[src/rtl/dsp_mac_sequencer.sv]
`default_nettype none
// ============================================================================
//  Module   : dsp_mac_sequencer
//  Purpose  : Feeds a DSP48A1 slice (A/B/OPMODE) to form a dot product per
//             vector and returns sum, sticky overflow and element count.
//  Revision : 1.0  initial release
// ============================================================================
module dsp_mac_sequencer #(
   parameter int LAT   = 3,
   parameter int OPDLY = 1
) (
   input  logic        CLK,
   input  logic        RST_N,
   input  logic        in_valid,
   output logic        in_ready,
   input  logic [17:0] in_a,
   input  logic [17:0] in_b,
   input  logic        in_last,
   output logic        out_valid,
   input  logic        out_ready,
   output logic [47:0] out_data,
   output logic        out_ovf,
   output logic [15:0] out_count,
   output logic [17:0] dsp_a,
   output logic [17:0] dsp_b,
   output logic [7:0]  dsp_opmode,
   input  logic [47:0] dsp_p,
   input  logic        dsp_carryout
);

   typedef enum logic [1:0] {
      S_IDLE = 2'd0,
      S_ACC  = 2'd1,
      S_WAIT = 2'd2,
      S_HOLD = 2'd3
   } state_t;

   localparam logic [7:0]  c_OP_FIRST = 8'h01;
   localparam logic [7:0]  c_OP_ACC   = 8'h09;
   localparam logic [7:0]  c_OP_NONE  = 8'h00;
   localparam logic [15:0] c_CNT_MAX  = 16'hFFFF;

   state_t      r_state;
   logic [7:0]  r_op_sr [0:OPDLY];
   logic [LAT:0] r_tag_v;
   logic [LAT:0] r_tag_f;
   logic [LAT:0] r_tag_l;
   logic [47:0] r_smp_p;
   logic        r_smp_co;
   logic        r_smp_v;
   logic        r_smp_f;
   logic        r_smp_l;
   logic        r_ovf;
   logic [15:0] r_cnt;

   logic        w_accept;
   logic        w_first;
   logic        w_ovf_upd;
   logic [7:0]  w_op;

   assign w_accept   = in_valid && in_ready;
   assign w_first    = (r_state == S_IDLE);
   assign w_ovf_upd  = r_smp_f ? r_smp_co : (r_ovf | r_smp_co);
   assign dsp_opmode = r_op_sr[OPDLY];

   // Bubbles inside a vector keep Z=P so the running sum survives gaps.
   always_comb begin
      w_op = c_OP_NONE;
      if (w_accept)
         w_op = w_first ? c_OP_FIRST : c_OP_ACC;
      else if (r_state == S_ACC || r_state == S_WAIT)
         w_op = c_OP_ACC;
   end

   always_ff @(posedge CLK or negedge RST_N) begin
      if (!RST_N) begin
         r_state   <= S_IDLE;
         in_ready  <= 1'b0;
         out_valid <= 1'b0;
         out_data  <= '0;
         out_ovf   <= 1'b0;
         out_count <= '0;
         dsp_a     <= '0;
         dsp_b     <= '0;
         for (int i = 0; i <= OPDLY; i++)
            r_op_sr[i] <= '0;
         r_tag_v   <= '0;
         r_tag_f   <= '0;
         r_tag_l   <= '0;
         r_smp_p   <= '0;
         r_smp_co  <= 1'b0;
         r_smp_v   <= 1'b0;
         r_smp_f   <= 1'b0;
         r_smp_l   <= 1'b0;
         r_ovf     <= 1'b0;
         r_cnt     <= '0;
      end else begin
         dsp_a      <= w_accept ? in_a : 18'd0;
         dsp_b      <= w_accept ? in_b : 18'd0;
         r_op_sr[0] <= w_op;
         for (int i = 1; i <= OPDLY; i++)
            r_op_sr[i] <= r_op_sr[i-1];

         r_tag_v <= {r_tag_v[LAT-1:0], w_accept};
         r_tag_f <= {r_tag_f[LAT-1:0], w_accept && w_first};
         r_tag_l <= {r_tag_l[LAT-1:0], w_accept && in_last};

         // Slice outputs are registered together with their emerging tag.
         r_smp_p  <= dsp_p;
         r_smp_co <= dsp_carryout;
         r_smp_v  <= r_tag_v[LAT];
         r_smp_f  <= r_tag_f[LAT];
         r_smp_l  <= r_tag_l[LAT];

         if (r_smp_v)
            r_ovf <= w_ovf_upd;

         if (w_accept) begin
            if (w_first)
               r_cnt <= 16'd1;
            else if (r_cnt != c_CNT_MAX)
               r_cnt <= r_cnt + 16'd1;
         end

         case (r_state)
            S_IDLE: begin
               in_ready <= !(w_accept && in_last);
               if (w_accept)
                  r_state <= in_last ? S_WAIT : S_ACC;
            end
            S_ACC: begin
               in_ready <= !(w_accept && in_last);
               if (w_accept && in_last)
                  r_state <= S_WAIT;
            end
            S_WAIT: begin
               in_ready <= 1'b0;
               if (r_smp_v && r_smp_l) begin
                  r_state   <= S_HOLD;
                  out_valid <= 1'b1;
                  out_data  <= r_smp_p;
                  out_ovf   <= w_ovf_upd;
                  out_count <= r_cnt;
               end
            end
            default: begin
               if (out_ready) begin
                  r_state   <= S_IDLE;
                  out_valid <= 1'b0;
                  in_ready  <= 1'b1;
               end
            end
         endcase
      end
   end

endmodule
`default_nettype wire

[config.mk]
export PLATFORM = sky130hd
export DESIGN_NAME = dsp_mac_sequencer
export DESIGN_NICKNAME = d
export VERILOG_FILES = /design/src/rtl/dsp_mac_sequencer.sv
export SDC_FILE = /design/constraint.sdc
export NUM_CORES = 1
export LEC_CHECK = 0
export ABC_AREA = 1
export CORE_MARGIN = 3
export CORE_UTILIZATION = 52
export CTS_BUF_LIST = sky130_fd_sc_hd__clkbuf_8
export DETAILED_ROUTE_END_ITERATION = 8
export GPL_ROUTABILITY_DRIVEN = 0
export PLACE_DENSITY = 0.85
export SYNTH_ARGS = -nofsm -noshare
export SYNTH_HDL_FRONTEND = slang
export SYNTH_SLANG_ARGS = --single-unit
export TNS_END_PERCENT = 1
[constraint.sdc]
create_clock -name CLK -period 3.1 [get_ports CLK]
set_input_delay 0.62 -clock CLK [delete_from_list [all_inputs] [get_ports CLK]]
set_output_delay 0.62 -clock CLK [all_outputs]
set_load 0.1 [all_outputs]
==> results of run 1 <==
[cells in the final DEF (no fill, tap or decap), types with 2 or more instances in the layout]
| cell | n |
|---|---|
| inv_8 | 2 |
| clkinvlp_4 | 2 |
| clkbuf_8 | 19 |
| buf_4 | 109 |
| nand3_1 | 13 |
| nand2_1 | 243 |
| nand2_2 | 3 |
| nor2_2 | 2 |
| conb_1 | 6 |
| inv_6 | 3 |
| nand4_1 | 7 |
| nor2_1 | 56 |
| xor2_1 | 4 |
| nand3_2 | 2 |
| nand2_4 | 3 |
| inv_1 | 59 |
| o21ai_0 | 26 |
| bufinv_16 | 4 |
| dfrtp_1 | 190 |
| clkdlybuf4s50_1 | 88 |
| o21ai_2 | 4 |
| ha_1 | 5 |
| clkinv_4 | 2 |
| a21oi_1 | 2 |
[worst reg2reg max path: cells and delay by family (launching register included)]
kind | cells | cell delay, ns
adder cells (fa/ha/maj) | 1 | 0.22
flip-flops | 1 | 0.45
AND/OR/NAND/NOR | 3 | 0.42
buffers and inverters | 2 | 0.83
[sequential cells by signal, indices dropped and copies added (netlist names)]
register    flops
dsp_a          18
dsp_b          18
dsp_opmode      2
in_ready        1
out_count      16
out_data       48
out_ovf         1
out_valid       1
r_cnt          16
r_op_sr         2
r_ovf           1
r_smp_co        1
r_smp_f         1
r_smp_l         1
r_smp_p        48
r_smp_v         1
r_state         2
r_tag_f         4
r_tag_l         4
r_tag_v         4
[synthesized netlist by cell type, types with 2 or more instances]
library cell	count
inv_1	59
nand2_4	3
clkbuf_1	14
nor2_2	2
a21oi_1	2
nand2_1	243
xor2_1	4
o21ai_0	26
nand3_1	14
buf_2	4
nand4_1	7
o21ai_2	4
ha_1	5
nand2_2	3
dfrtp_1	190
nor2_1	56
buf_4	8
[through the flow]
| stage | instance area [um2] | setup slack, ns | util | std cells | power, W |
|---|---|---|---|---|---|
| after global routing | 9070 | 0.956 | 0.716 | 1037 | 0.0101 |
| final | 9070 | 1.12 | 0.716 | 1037 | 0.00973 |
| after CTS | 9070 | 1.14 | 0.716 | 1037 | 0.00980 |
| after floorplan | 6810 | 1.19 | - | 661 | 0.00689 |
| after detailed placement | 8610 | 1.09 | 0.680 | 1005 | 0.00798 |
| after global placement | 8610 | 1.15 | 0.680 | 1005 | 0.00787 |
[path summary, 6_finish.rpt]
kind                       slack, ns   startpoint       endpoint  cells past startpoint
min                             0.16        RST_N   out_data[13]                      1
max reg2reg                     1.12   r_state[0]   out_data[36]                      6
min reg2reg                     0.36  r_op_sr[11]  dsp_opmode[3]                      0
max                             1.12   r_state[0]   out_data[36]                      6
max in group asynchronous       2.11        RST_N      dsp_a[17]                      2
min in group CLK                0.36  r_op_sr[11]  dsp_opmode[3]                      0
[routing by layer]
metal / vias up / track usage / part of all wire
li1: 2369 / - / -
met1: 2376 / 0.265 / 0.40
met2: 214 / 0.361 / 0.49
met3: 30 / 0.0767 / 0.086
met4: 0 / 0.0744 / 0.020
met5: - / 0 / 0
[report_power, final]
group | switching, W | leakage [nW] | internal (W) | total (W)
clock network | 0.000873 | 0.224 | 0.000920 | 0.00179
registers | 0.000296 | 2.44 | 0.00300 | 0.00330
logic | 0.00376 | 2.12 | 0.000870 | 0.00463
[layout make-up]
| type | instances | area (um2) |
|---|---|---|
| flip-flops and latches | 190 | 4750 |
| repair buffers | 199 | 1730 |
| inverters | 60 | 225 |
| well taps | 172 | 215 |
| clock buffers | 18 | 248 |
| multi-input cells | 384 | 1680 |
| fillers | 912 | 3600 |
| clock inverters | 14 | 206 |
[kinds of logic (layout without fill, tap and decap cells)]
group,count (synthesis),count (layout),share of synthesized area
AND/OR/NAND/NOR,332,332,0.198
flip-flops,190,190,0.700
buffers and inverters,87,291,0.0556
AO/OA/AOI/OAI,36,36,0.0298
adder cells (fa/ha/maj),5,5,0.00921
XOR/XNOR,5,5,0.00645
other,1,6,0.000552
==> run_results.csv, run 1 <==
group,metric,value,unit
clocking,cts_root_buf,"clkbuf_8",
run_status,status,"complete, no violations",
routing,via_per_inst,4.81,
worst_setup_path,critPathMaxStageDelay,0.70,ns
synthesis,seq_area_frac_synth,0.700,
worst_setup_path,crit_path_frequent_cell,"nand2_1",
synthesis,synth.distinct_cells,29,
final_layout,area_delta_synth_final,33.5,%
synthesis,synth_top_area_share,0.700,
synthesis,synth_top_area_cell,"dfrtp_1",
final_layout,insertedDiodeCount,0,
sta,rsz0062_at_grt,"false",
power_and_ir_drop,vdd_drop_max,0.546,mV
final_layout,drive_gt1_frac,0.185,
place,io_buffers,194,
synthesis,ys_async_sr_fraction,1.00,
place,dp_hpwl,10600,um
grt,antenna_found_initial,0,
worst_setup_path,cp-start-kind,"register",
worst_setup_path,crit_path_end_kind,"register",
power_and_ir_drop,power_density,1070,nW/um2
routing,first_pass_iters,5,
clocking,cts_max_path_buffers,2,
synthesis,syn_avg_cell_area,10.4,um2
grt,grt_use_total,0.217,
synthesis,synth_flop_cell,"dfrtp_1",
sta,hold_violations,0,
floorplanning,rows,41,
floorplanning,core_area,12700,um2
worst_setup_path,cp_data_required_time,3.48,ns
routing,drc_errors,0,
synthesis,syn-instance-count,656,
final_layout,fin_nets,947,
routing,vias,4989,
flow_run,cap_viol_max_count,0,
sta,clock_skew,0.00955,ns
floorplanning,dieArea,14500,um2
worst_setup_path,path_buf_inv,2,
grt,grt_max_degree,78,
clocking,numCtsBuffers,17,
routing,ant_nets,0,
synthesis,ys_seq_elements,190,
routing,routedWlPerCell,14.6,um
hold_path,hold_path.class,"in -> async",
floorplanning,die_w,120,um
sta,finalMaxSlewViolations,0,
clocking,post_cts_buffers,0,
sta,final.period_utilization,0.640,
synthesis,synth_edf_count,0,
grt,grt_pass1_vias,5071,
clocking,ctsHoldBuffers,0,
synthesis,netlist_area,6790,um2
worst_setup_path,worstPathMaxFanout,54,
clocking,cts_tree,"yes",
clocking,clk_pin_slew_worst_paths,0.10,ns
sta,min_period,1.98,ns
worst_setup_path,path_class,"reg -> reg",
sta,holdWs,0.164,ns
floorplanning,die_h,120,um
worst_setup_path,slowest_stage,"inv_2",
floorplanning,ios,201,
routing,drtIter0Drc,420,
clocking,clkLatencyLatePin,0.44,ns
sta,worstMarginPinSlew,0.962,ns
synthesis,yosysWarnings,0,
sta,tns,0,ns
synthesis,synthTopCellsByArea,"dfrtp_1 70%, nand2_1 13%, inv_1 3.3%",
sta,setup_viol,0,
clocking,cts_htree_levels,4,
clocking,post_cts_resized,0,
sta,fmax,504,MHz
routing,totalWireLength,15100,um
worst_setup_path,critical_path.cell_chain,"inv_1, ha_1, nand3_2, inv_2, nand2_1, nand2_1",
clocking,cts_num_sinks,190,
power_and_ir_drop,power.leakage,4.78,nW
worst_setup_path,worstPathArrival,2.36,ns
grt,grt_pass1_wl,24800,um
grt,grt_overflow_total,0,
floorplanning,start_util,0.536,
sta,slew_headroom,0.358,
worst_setup_path,crit_family,"buffers and inverters",
No activity file was read; power rests on OpenSTA's default activity.
==> inputs of run 2 (changes only) <==
Settings changed: CORE_UTILIZATION 52 to 44, PLACE_DENSITY 0.85 to 0.76.
Clock period 3.1 ns to 1.6 ns, I/O delays scaled along.
==> run 2 against run 1 <==
  * Non-clock buffer count up 17
  * Core utilization up 0.16 points
  * Worst setup slack worse by 1.0 ns
==> run_results.csv, run 2 (same netlist as run 1, synthesis figures left out) <==
group,metric,value,unit
place,place_ws,-0.138,ns
hold_path,hold_path.class,"in -> reg",
grt,grt_overflow_total,0,
sta,hold_violations,0,
worst_setup_path,r2r.worst_path.cells,9,
clocking,clk_pin_slew_worst_paths,0.09,ns
grt,grt_pass1_wl,24400,um
final_layout,fin_cells,1066,
final_layout,ff_latch_area,4760,um2
worst_setup_path,critical_path.cell_chain,"ha_2, nand2_2, nor2_4, nand2_4, nor2_2, nand2_2, nand2_8, nand2_1, o21ai_0",
floorplanning,ios,201,
final_layout,area_delta_synth_final,56.3,%
worst_setup_path,worstPathMaxFanout,17,
final_layout,largest_registers,"out_data (48), r_smp_p (48)",
clocking,clkLatencyLatePin,0.45,ns
final_layout,multi_input_area,1720,um2
place,dp_hpwl,11000,um
routing,via_per_inst,4.67,
power_and_ir_drop,vdd_drop_max,0.996,mV
worst_setup_path,cp-start-kind,"register",
routing,totalWireLength,14900,um
clocking,cts_root_buf,"clkbuf_8",
place,io_buffers,194,
clocking,cts_htree_levels,4,
grt,grt_use_total,0.184,
clocking,cts_max_path_buffers,2,
sta,final.period_utilization,0.933,
clocking,cts_num_sinks,190,
floorplanning,start_util,0.459,
routing,first_pass_iters,4,
floorplanning,die_h,130,um
place,dp.cells,1032,
sta,fmax,670,MHz
grt,grt_pass1_vias,4933,
worst_setup_path,r2r_end,"r_cnt[7]",
routing,drtIter0Drc,306,
worst_setup_path,path_class,"reg -> reg",
routing,routedWlPerCell,14.0,um
routing,vias,4979,
worst_setup_path,crit_path_end_kind,"register",
hold_path,hp-start,"dsp_p[4]",
final_layout,fin_nets,964,
worst_setup_path,slowest_stage,"dfrtp_1",
sta,clock_skew,0.0107,ns
sta,min_period,1.49,ns
hold_path,min_path_cells,1,
worst_setup_path,crit_path_frequent_cell,"nand2_2",
hold_path,hold-path-endpoint,"r_smp_p[4]",
power_and_ir_drop,power.leakage,5.25,nW
run_status,status,"complete, no violations",
clocking,numCtsBuffers,17,
grt,antenna_found_initial,0,
worst_setup_path,cp_data_required_time,1.96,ns
power_and_ir_drop,power_density,2020,nW/um2
sta,setup_ws,0.107,ns
grt,grt_max_degree,52,
flow_run,cap_viol_max_count,0,
final_layout,fillers,980,
final_layout,layout_commonest_cell,"nand2_1",
clocking,cts_tree,"yes",
sta,tns,0,ns
routing,ant_nets,0,
floorplanning,rows,44,
sta,rsz0062_at_grt,"false",
routing,drc_errors,0,
floorplanning,dieArea,17000,um2
floorplanning,die_w,130,um
sta,setup_viol,0,
final_layout,drive_gt1_frac,0.202,
worst_setup_path,r2r_setup_slack,0.11,ns
worst_setup_path,critPathMaxStageDelay,0.37,ns
worst_setup_path,worstPathArrival,1.85,ns
final_layout,final_cell_mix,"243 x nand2_1, 189 x dfrtp_1, 110 x buf_12, 88 x clkdlybuf4s50_1, 61 x inv_1",
floorplanning,core_area,14800,um2
final_layout,insertedDiodeCount,0,
sta,finalMaxSlewViolations,0,
worst_setup_path,r2r-start,"r_cnt[0]",
[run 2: changes by cell type in the layout (fill, tap and decap cells not counted), sizes merged]
| cell | previous run | this run |
|---|---|---|
| clkinv | 3 | 5 |
| clkinvlp | 2 | 0 |
| bufinv | 4 | 5 |
| inv | 65 | 64 |
| dlygate4sd3 | 0 | 1 |
| buf | 110 | 126 |
[run 2: layer usage]
metal	wire length, um	vias up	track usage	part of all wire
met5	0	-	0	0
met4	182	0	0.0520	0.012
met3	1030	17	0.0598	0.069
met2	7660	156	0.305	0.51
met1	6020	2401	0.234	0.40
li1	-	2405	-	-
[run 2: what timing repair did]
action,4_1_cts,5_1_grt
hold buffers,1,0
buffers inserted,0,1
setup endpoints to repair,0,18
endpoints found under the hold margin,40,0
gates resized for setup,0,6
[run 2: stage by stage]
step | util | total power, W | area, um2 | hold WS, ns
floorplan | - | 0.0134 | 6810 | 0.0244
finish | 0.717 | 0.0215 | 10600 | 0.304
detailed placement | 0.683 | 0.0180 | 10100 | 0.294
global route | 0.717 | 0.0224 | 10600 | 0.263
global placement | 0.683 | 0.0179 | 10100 | 0.293
CTS | 0.715 | 0.0216 | 10600 | 0.271
[run 2: layout make-up]
cell class	instances	area share
timing repair buffer	216	0.304
tap	184	0.0217
inverter	60	0.0212
clock inverter	14	0.0204
multi-input combinational	384	0.162
clock buffer	18	0.0233
sequential	190	0.448
[run 2: where the power goes]
part | switching [W] | internal, W
clock | 0.00164 | 0.00191
sequential | 0.000930 | 0.00583
combinational | 0.00737 | 0.00381
[run 2: critical path, delay by kind of cell, from the launching register on]
kind                     cells  cell delay (ns)
AO/OA/AOI/OAI                1             0.08
adder cells (fa/ha/maj)      1             0.22
flip-flops                   1             0.37
AND/OR/NAND/NOR              7             0.73
[run 2: how the worst max path moves through the flow]
stage | from | slack [ns] | endpoint | cells after the start
after global routing | r_cnt[1] | 0.002 | r_cnt[14] | 8
after global placement | in_valid | -0.04 | r_cnt[2] | 5
after detailed placement | in_valid | -0.14 | r_state[0] | 8
after CTS | r_cnt[0] | 0.03 | r_cnt[7] | 8
final | r_cnt[0] | 0.11 | r_cnt[7] | 9
after floorplan | in_ready | 0.02 | r_state[1] | 5
